--- config.mk ---
export PLATFORM = sky130hd
export DESIGN_NAME = seg7_capture
export DESIGN_NICKNAME = d
export VERILOG_FILES = /design/src/rtl/seg7_capture.sv
export SDC_FILE = /design/constraint.sdc
export NUM_CORES = 1
export LEC_CHECK = 0
export BUFFER_PORTS_ARGS = -buffer_cell sky130_fd_sc_hd__buf_2
export CORE_ASPECT_RATIO = 0.5
export CORE_MARGIN = 5
export CORE_UTILIZATION = 50
export CTS_BUF_LIST = sky130_fd_sc_hd__clkbuf_8
export CTS_CLUSTER_SIZE = 28
export DETAILED_ROUTE_END_ITERATION = 10
export PLACE_DENSITY = 0.75
export SLEW_MARGIN = 20
export SYNTH_ARGS = -nofsm -noshare
export SYNTH_HDL_FRONTEND = slang
export SYNTH_SLANG_ARGS = --single-unit
--- constraint.sdc ---
create_clock -name clk -period 7.7 [get_ports clk]
set_input_delay 1.155 -clock clk [delete_from_list [all_inputs] [get_ports clk]]
set_output_delay 1.155 -clock clk [all_outputs]
set_load 0.02 [all_outputs]
--- src/rtl/seg7_capture.sv ---
// seg7_capture -- receive-side decoder for a multiplexed 7-segment bus.
//
// Watches the scanned digit strobes of a seg7decimal-style display driver.
// Each digit that is held stable long enough is decoded back to a hex
// nibble. The 16-bit value currently on the display is rebuilt from those
// nibbles.
//
// Ports:
//   clk, rst_n     - system clock, asynchronous active-low reset
//   a_to_g[6:0]    - segment lines, active-low, bit6 = a ... bit0 = g
//   an[3:0]        - digit strobes, active-low, an[0] = value[3:0]
//   dp             - decimal point, active-low
//   value[15:0]    - last complete reassembled value
//   dp_out[3:0]    - per-digit decimal point (1 = lit) for that frame
//   frame_valid    - one-cycle pulse when value/dp_out load
//   changed        - pulse with frame_valid when value differs from before
//   seg_err        - pulse on an undecodable accepted pattern or on more
//                    than one strobe low
//   frame_count    - completed frames, wraps
//   err_count      - seg_err pulses, saturates at all-ones

// One digit position: staging nibble, staging dp and its mask bit.
module seg7_digit_slot (
  input  logic       clk,
  input  logic       rst_n,
  input  logic       cap,     // accepted valid pattern for this digit
  input  logic       clr,     // frame completion clears the mask bit
  input  logic [3:0] nib,
  input  logic       dp_lit,
  output logic [3:0] nib_q,
  output logic       dp_q,
  output logic       full_q
);
  always_ff @(posedge clk or negedge rst_n) begin
    if (!rst_n) begin
      nib_q  <= '0;
      dp_q   <= 1'b0;
      full_q <= 1'b0;
    end else begin
      if (cap) begin
        nib_q <= nib;
        dp_q  <= dp_lit;
      end
      // A capture in the completion cycle belongs to the next frame, so
      // it wins over the clear.
      if (cap)      full_q <= 1'b1;
      else if (clr) full_q <= 1'b0;
    end
  end
endmodule

module seg7_capture #(
  parameter int STABLE_CYCLES = 4,
  parameter int CNT_W         = 16
) (
  input  logic             clk,
  input  logic             rst_n,
  input  logic [6:0]       a_to_g,
  input  logic [3:0]       an,
  input  logic             dp,
  output logic [15:0]      value,
  output logic [3:0]       dp_out,
  output logic             frame_valid,
  output logic             changed,
  output logic             seg_err,
  output logic [CNT_W-1:0] frame_count,
  output logic [CNT_W-1:0] err_count
);
  localparam int NUM_DIGITS = 4;
  localparam logic [7:0] STAB = 8'(STABLE_CYCLES);

  typedef struct packed {
    logic [3:0] an;
    logic [6:0] seg;
    logic       dp;
  } sample_t;

  // Reset to an idle bus (blank, all segments off) rather than zeros, so
  // a quiet bus after reset never looks like an all-strobes-low error.
  localparam sample_t IDLE = '1;

  sample_t smp, smp_prev;
  logic [7:0] stab_cnt, stab_next;
  logic       diff, accept, blank, one_low, dec_ok, err_hit, frame_done;
  logic [4:0] dec;
  logic [3:0] dec_nib;
  logic [NUM_DIGITS-1:0]      cap_vec, mask, stage_dp;
  logic [NUM_DIGITS-1:0][3:0] stage_nib;

  function automatic logic [4:0] seg_decode(input logic [6:0] s);
    logic [4:0] r;
    case (s)
      7'b0000001: r = {1'b1, 4'h0};
      7'b1001111: r = {1'b1, 4'h1};
      7'b0010010: r = {1'b1, 4'h2};
      7'b0000110: r = {1'b1, 4'h3};
      7'b1001100: r = {1'b1, 4'h4};
      7'b0100100: r = {1'b1, 4'h5};
      7'b0100000: r = {1'b1, 4'h6};
      7'b0001111: r = {1'b1, 4'h7};
      7'b0000000: r = {1'b1, 4'h8};
      7'b0000100: r = {1'b1, 4'h9};
      7'b0001000: r = {1'b1, 4'hA};
      7'b1100000: r = {1'b1, 4'hB};
      7'b0110001: r = {1'b1, 4'hC};
      7'b1000010: r = {1'b1, 4'hD};
      7'b0110000: r = {1'b1, 4'hE};
      7'b0111000: r = {1'b1, 4'hF};
      default:    r = 5'b0;
    endcase
    return r;
  endfunction

  // Input stage plus one cycle of history for the stability compare.
  always_ff @(posedge clk or negedge rst_n) begin
    if (!rst_n) begin
      smp      <= IDLE;
      smp_prev <= IDLE;
      stab_cnt <= '0;
    end else begin
      smp      <= '{an: an, seg: a_to_g, dp: dp};
      smp_prev <= smp;
      stab_cnt <= stab_next;
    end
  end

  always_comb begin
    diff      = (smp != smp_prev);
    stab_next = diff ? 8'd1 : ((stab_cnt == STAB) ? stab_cnt : stab_cnt + 8'd1);
    // Fire only on the transition into STAB; a saturated run stays quiet.
    accept    = (stab_next == STAB) && (diff || (stab_cnt != STAB));
    blank     = (smp.an == 4'hF);
    one_low   = $onehot(~smp.an);
    dec       = seg_decode(smp.seg);
    dec_ok    = dec[4];
    dec_nib   = dec[3:0];
    cap_vec   = (accept && one_low && dec_ok) ? ~smp.an : '0;
    err_hit   = accept && !blank && (!one_low || !dec_ok);
    frame_done = &mask;
  end

  for (genvar g = 0; g < NUM_DIGITS; g++) begin : g_slot
    seg7_digit_slot u_slot (
      .clk    (clk),
      .rst_n  (rst_n),
      .cap    (cap_vec[g]),
      .clr    (frame_done),
      .nib    (dec_nib),
      .dp_lit (~smp.dp),
      .nib_q  (stage_nib[g]),
      .dp_q   (stage_dp[g]),
      .full_q (mask[g])
    );
  end

  // Output side: frame load and error accounting.
  always_ff @(posedge clk or negedge rst_n) begin
    if (!rst_n) begin
      value       <= '0;
      dp_out      <= '0;
      frame_valid <= 1'b0;
      changed     <= 1'b0;
      seg_err     <= 1'b0;
      frame_count <= '0;
      err_count   <= '0;
    end else begin
      frame_valid <= frame_done;
      changed     <= frame_done && (stage_nib != value);
      if (frame_done) begin
        value       <= stage_nib;
        dp_out      <= stage_dp;
        frame_count <= frame_count + CNT_W'(1);
      end
      seg_err <= err_hit;
      if (err_hit && (err_count != '1))
        err_count <= err_count + CNT_W'(1);
    end
  end
endmodule

Word-level counts from Yosys, hierarchy flattened --
Cells that the tools add are included.
Word-level totals: bits in registers 111, bits of input ports 14, output and inout port bits 55, word-level logic and storage cells 84
Operators by class: $add $sub $neg 6, equality and inequality tests 23, mux-type cells 9, bitwise gates (word level) 2, reduce and logical (&&, ||, !) cells 18
Operators by type and width (number):
- 5-bit one-hot mux with 16 select lines | 1
- 7-bit by 6-bit == test with 1-bit output (second input constant) | 5
- 16-bit by 1-bit adder with 16-bit output (second input constant) | 2
- 7-bit == test (second input constant) | 4
- 8-bit by 3-bit == test with 1-bit output (second input constant) | 2
- 8-bit 2-to-1 mux | 2
- 16-bit != test | 1
- 16-bit != test (second input constant) | 1
- 7-bit by 3-bit == test with 1-bit output (second input constant) | 2
- 7-bit by 4-bit == test with 1-bit output (second input constant) | 2
- 12-bit != test | 1
- 8-bit by 1-bit adder with 8-bit output (second input constant) | 1
- 8-bit by 3-bit != test with 1-bit output (second input constant) | 1
- 2-bit nonzero test | 4
- 7-bit by 1-bit == test with 1-bit output (second input constant) | 1
- 7-bit by 5-bit == test with 1-bit output (second input constant) | 1
- 1-bit logical AND | 7
- 7-bit zero test | 1
- 1-bit 2-to-1 mux | 5
- 1-bit by 1-bit adder with 2-bit output | 2
- 4-bit == test (second input constant) | 1
- 4-bit 2-to-1 mux | 1
- 4-bit NOT | 1
- 4-bit AND reduction | 1
- 5 further kinds | 8

Longest topological paths before layout --
depth after elaboration 9, mapped depth 9, depth with buffers taken out 8

By module --
From an unflattened synthesis, not the netlist that was laid out.
Unflattened totals: cells, all modules 479, area total of the unflattened synthesis 5336.4 µm²
Modules (own cells, without submodules):
- seg7_capture | times used 1, cells an instance 423, area each 4340.4 µm², sequential area each 2207.1 µm²
- seg7_digit_slot | times used 4, cells an instance 14, area each 249.0 µm², sequential area each 150.1 µm²

Worst setup path after synthesis --
OpenSTA, ideal clock, no wires.
path kind reg-to-reg, start register smp[9] (netlist bit), end register g_slot[0].u_slot.nib_q[0], library setup time 125 ps, arrival time 2585 ps, required time 7575 ps, setup slack 4989 ps, stages on the path, launching flop included 10, buffers on the path 1, period minus slack after synthesis 2711 ps, cell sequence dfstp_2 -> fa_1 -> inv_1 -> ha_1 -> ha_1 -> nor2_1 -> o211ai_2 -> or4_1 -> buf_6 -> mux2_4
On the way: longest elaborated chain between the ends 7, elaborated cells on any way between the ends 12, classes of those cells add/sub: 2; eq/ne: 3; mux: 2; bitwise: 1; reduce/logical: 4
RTL lines:
- from (decl) | RTL line 82 | sample_t smp, smp_prev;
- from (signal assigned) | RTL line 121 | smp <= '{an: an, seg: a_to_g, dp: dp};
- 12-bit != test or 4-bit NOT (tied branches) | RTL line 128, 133
- 8-bit 2-to-1 mux or 1-bit by 1-bit adder with 2-bit output (tied branches) | RTL line 129, 133
- 8-bit by 3-bit == test with 1-bit output or 2-bit by 2-bit adder with 3-bit output (tied branches) | RTL line 131, 133
- 1-bit logical AND or 3-bit by 1-bit == test with 1-bit output (tied branches) | RTL line 131, 133
- 1-bit logical AND * (2 in a row) | RTL line 137 | cap_vec = (accept && one_low && dec_ok) ? ~smp.an : '0;
- 4-bit 2-to-1 mux * | RTL line 137
- to (signal assigned) | RTL line 41 | nib_q <= nib;
- to (decl) | RTL line 30 | output logic [3:0] nib_q,
Mark *: on every way between the ends. The rest lies on a longest branch, timed or not. A chain may end at the register's enable or synchronous reset.

Final worst setup path --
start register smp[5] (netlist bit), end register g_slot[1].u_slot.nib_q[0]
On the way: longest elaborated chain between the ends 7, elaborated cells on any way between the ends 25, classes of those cells eq/ne: 17; mux: 3; reduce/logical: 5
RTL lines:
- 12-bit != test | RTL line 128 | diff = (smp != smp_prev);
- 8-bit 2-to-1 mux | RTL line 129 | stab_next = diff ? 8'd1 : ((stab_cnt == STAB) ? stab_cnt : stab_cnt + 8'd1);
- 8-bit by 3-bit == test with 1-bit output | RTL line 131 | accept = (stab_next == STAB) && (diff || (stab_cnt != STAB));
- 1-bit logical AND | RTL line 131
- 1-bit logical AND (2 in a row) | RTL line 137
- 4-bit 2-to-1 mux | RTL line 137
- to (signal assigned) | RTL line 41
- to (decl) | RTL line 30
Parallel ways exist; a longest one is shown, timed or not.

==> impl_metrics.toml <==
[critical_path]
critPathSlowestCell = "or4_1"
cp.arrival_ns = 3.53
r2r-end = "g_slot[1].u_slot.nib_q[0]"
critPathCaptureType = "flip-flop"
path_buf_inv = 0
cp.required_ns = 7.97
crit_chain = "xnor2_1, nand4_1, nor3_2, nand2_1, or4_1, mux2_4"
slowest_delay_ns = 0.88
r2r_start = "smp[5]"
crit_type = "flip-flop to flip-flop"
r2r_slack_ns = 4.43
cp-start-kind = "flip-flop"
path_max_fanout = 23
crit_family = "simple AND/OR/NAND/NOR gates"
worstRegToRegCells = 6

[finish]
insertedDiodeCount = 0
drive_above_1_share_pct = 24.86
fin_nets = 552
finish.utilization_pct = 57.14
area_growth_pct = 11.51
fin_area_um2 = 5818

[logic_synthesis]
synth.distinct_cells = 52
synth_cells = 469
syn-num-nets = 491
ys_seq_area_share_pct = 53.81
synth-xor-area-share_pct = 11.41
ys_ff_latch = 111
async_flop_share_pct = 100.0
synth_compound_area_share_pct = 2.950
yosys.area_share.simple_pct = 21.13
yosys.area_share.adder_pct = 2.062
synth_edf_count = 0
syn_avg_cell_area_um2 = 11.12
yosys_most_used_dff = "dfrtp_1"
synth_top_family_by_area = "simple AND/OR/NAND/NOR gates"
synthMuxAreaShare_pct = 5.516
syn_area_um2 = 5218
synth_warnings = 0

[min_path]
hold_path.class = "flip-flop to flip-flop"
hold_depth = 0
whs_endpoint = "smp_prev[0]"
hold_start = "smp[0]"

[floorplanning]
die_height_um = 82.23
die_area_um2 = 12700
die_x_um = 154.5
num_io_pins = 69
num_rows = 26
initial_core_util_pct = 51.24
fp.coreArea_um2 = 10180

[place]
dp_hpwl_um = 7361
place_ws_ns = 4.444
port_buffers = 68
place_congestion = 0.8036
placed_area_um2 = 5629

[timing]
fmax_mhz = 306.2
post-route-period-util_pct = 42.41
hold_viol = 0
worst_pin_slew_ns = 0.9000
fin_crit_ns = 3.266
setup_tns_ns = 0
clock_skew_ns = 0.01706
rsz0062_at_grt = "no"
drv_slew = 0
setup_ws_ns = 4.434
setup_viol = 0
relSlewSlack_pct = 39.45

[clock_tree]
cts_buffers = 9
cts_sinks = 111
cts_tree = "done"
root_buffer = "clkbuf_8"
clockBufferDepth = 2
ctsResizeCount = 0
htree_num_levels = 3
clkSlewWorstSetupHoldPaths_ns = 0.09
clk_latency_ns = 0.39
ctsHoldBuffers = 0
cts_setup_buffers = 0

[route]
via_count = 3569
viasPerCell = 5.287
antenna_left = 0
finalWirelength_um = 10420
drtIter0Drc = 141
wl_per_cell_um = 15.44
first_pass_iters = 4
drc = 0

[run_status]
status = "finished clean"

[grt]
grt.total_usage_pct = 17.50
grt_pass1_vias = 3508
grt_max_degree = 65
grt_pass1_wl_um = 17660
antenna_found_initial = 0
overflow = 0

[power]
ir_worst_vdd_mv = 0.07871
powerDensity_nw_per_um2 = 169.8
power_leakage_nw = 2.889
power_mw = 0.9877

[run]
drv_cap = 0
-- registers in the layout (all words and copies together), names as in the netlist --
register	cells
changed	1
dp_out	4
err_count	16
frame_count	16
frame_valid	1
g_slot.u_slot.dp_q	4
g_slot.u_slot.full_q	4
g_slot.u_slot.nib_q	16
seg_err	1
smp	12
smp_prev	12
stab_cnt	8
value	16
-- placed cells by master, fill, tap and decap left out, types with 15 or more instances in the layout --
cell     instances
nor4_1          15
nor2_1          23
xnor2_1         51
dfrtp_1         87
dfstp_2         24
nand2_1         77
xor2_1          17
nand4_1         24
nand3_1         17
buf_2           67
-- logic make-up after synthesis --
group	count (synthesis)
AOI/OAI and AO/OA	22
xor gates and xnor gates	68
adders and majority gates	8
buffers and inverters	31
DFF	111
muxes	22
and+or+nand+nor	207
-- per-stage QoR --
stage	cells	hold slack, ns
2_1_floorplan	469	0.3670
3_5_place_dp	659	0.3993
6_report	675	0.4114
3_3_place_gp	659	0.3963
5_1_grt	675	0.4167
4_1_cts	675	0.4161
-- metal layers --
| layer | global-route usage, % | vias to the layer above | wire length, µm | part of all wire (%) |
|---|---|---|---|---|
| li1 | - | 1743 | - | - |
| met1 | 24.10 | 1746 | 5068 | 49 |
| met2 | 27.13 | 72 | 4716 | 45 |
| met3 | 5.726 | 8 | 512 | 4.9 |
| met4 | 4.405 | 0 | 122 | 1.2 |
| met5 | 0 | - | 0 | 0 |
-- cell usage after synthesis, types with 2 or more instances --
master    count  share of area [%]
or3_1         3               0.36
nor3_2        2               0.38
nand2b_1      6               0.72
a31oi_1       2               0.24
nand3_1      17                1.6
mux2_2        6                1.3
nand4_1      24                2.9
a21boi_0      2               0.29
mux2i_1       4               0.77
nor2b_1       3               0.36
buf_2         7               0.67
dfrtp_1      87                 42
inv_1        11               0.79
and4_1        3               0.50
clkbuf_1      8               0.58
nor2_1       23                1.7
xnor2_1      51                8.6
buf_6         5                1.1
nor3b_1       3               0.43
and3_1        6               0.72
nor4b_1       3               0.50
mux2_4       12                3.5
o21ai_0       7               0.67
xor2_1       17                2.9
nor3_1        5               0.48
ha_1          7                1.7
nor4_1       15                1.8
nand2_1      77                5.5
nand4b_1      2               0.34
o211ai_1      2               0.29
or4_1         5               0.72
dfstp_2      24                 12
-- worst reg2reg max path, cell delays in order (launching register included) --
cell and delay, ns:
dfstp_2 0.70, xnor2_1 0.16, nand4_1 0.15, nor3_2 0.34, nand2_1 0.54, or4_1 0.89
mux2_4 0.38
-- cell type report --
cell class | count | area, µm²
Fill cell | 870 | 4364
Sequential cell | 111 | 2808
Multi-Input combinational cell | 327 | 2247
Timing Repair Buffer | 70 | 357.8
Tap cell | 140 | 175.2
Clock buffer | 9 | 123.9
Clock inverter | 7 | 65.06
Inverter | 11 | 41.29
-- how the worst max path moves through the flow --
stage	from	end	depth (start not counted)
3_3_place_gp	smp[5]	g_slot[1].u_slot.nib_q[3]	6
3_5_place_dp	smp[5]	g_slot[1].u_slot.nib_q[0]	6
2_1_floorplan	smp[9]	g_slot[0].u_slot.nib_q[0]	9
6_report	smp[5]	g_slot[1].u_slot.nib_q[0]	6
4_1_cts	smp[5]	g_slot[1].u_slot.nib_q[0]	6
5_1_grt	smp[5]	g_slot[1].u_slot.nib_q[0]	6
-- where the power goes --
| part | total, mW | internal, mW | switching, mW |
|---|---|---|---|
| Sequential | 0.606 | 0.595 | 0.0118 |
| Clock | 0.344 | 0.149 | 0.195 |
| Combinational | 0.0378 | 0.0147 | 0.0231 |
| Total | 0.988 | 0.758 | 0.229 |
Power figures use the tool's default switching activity.
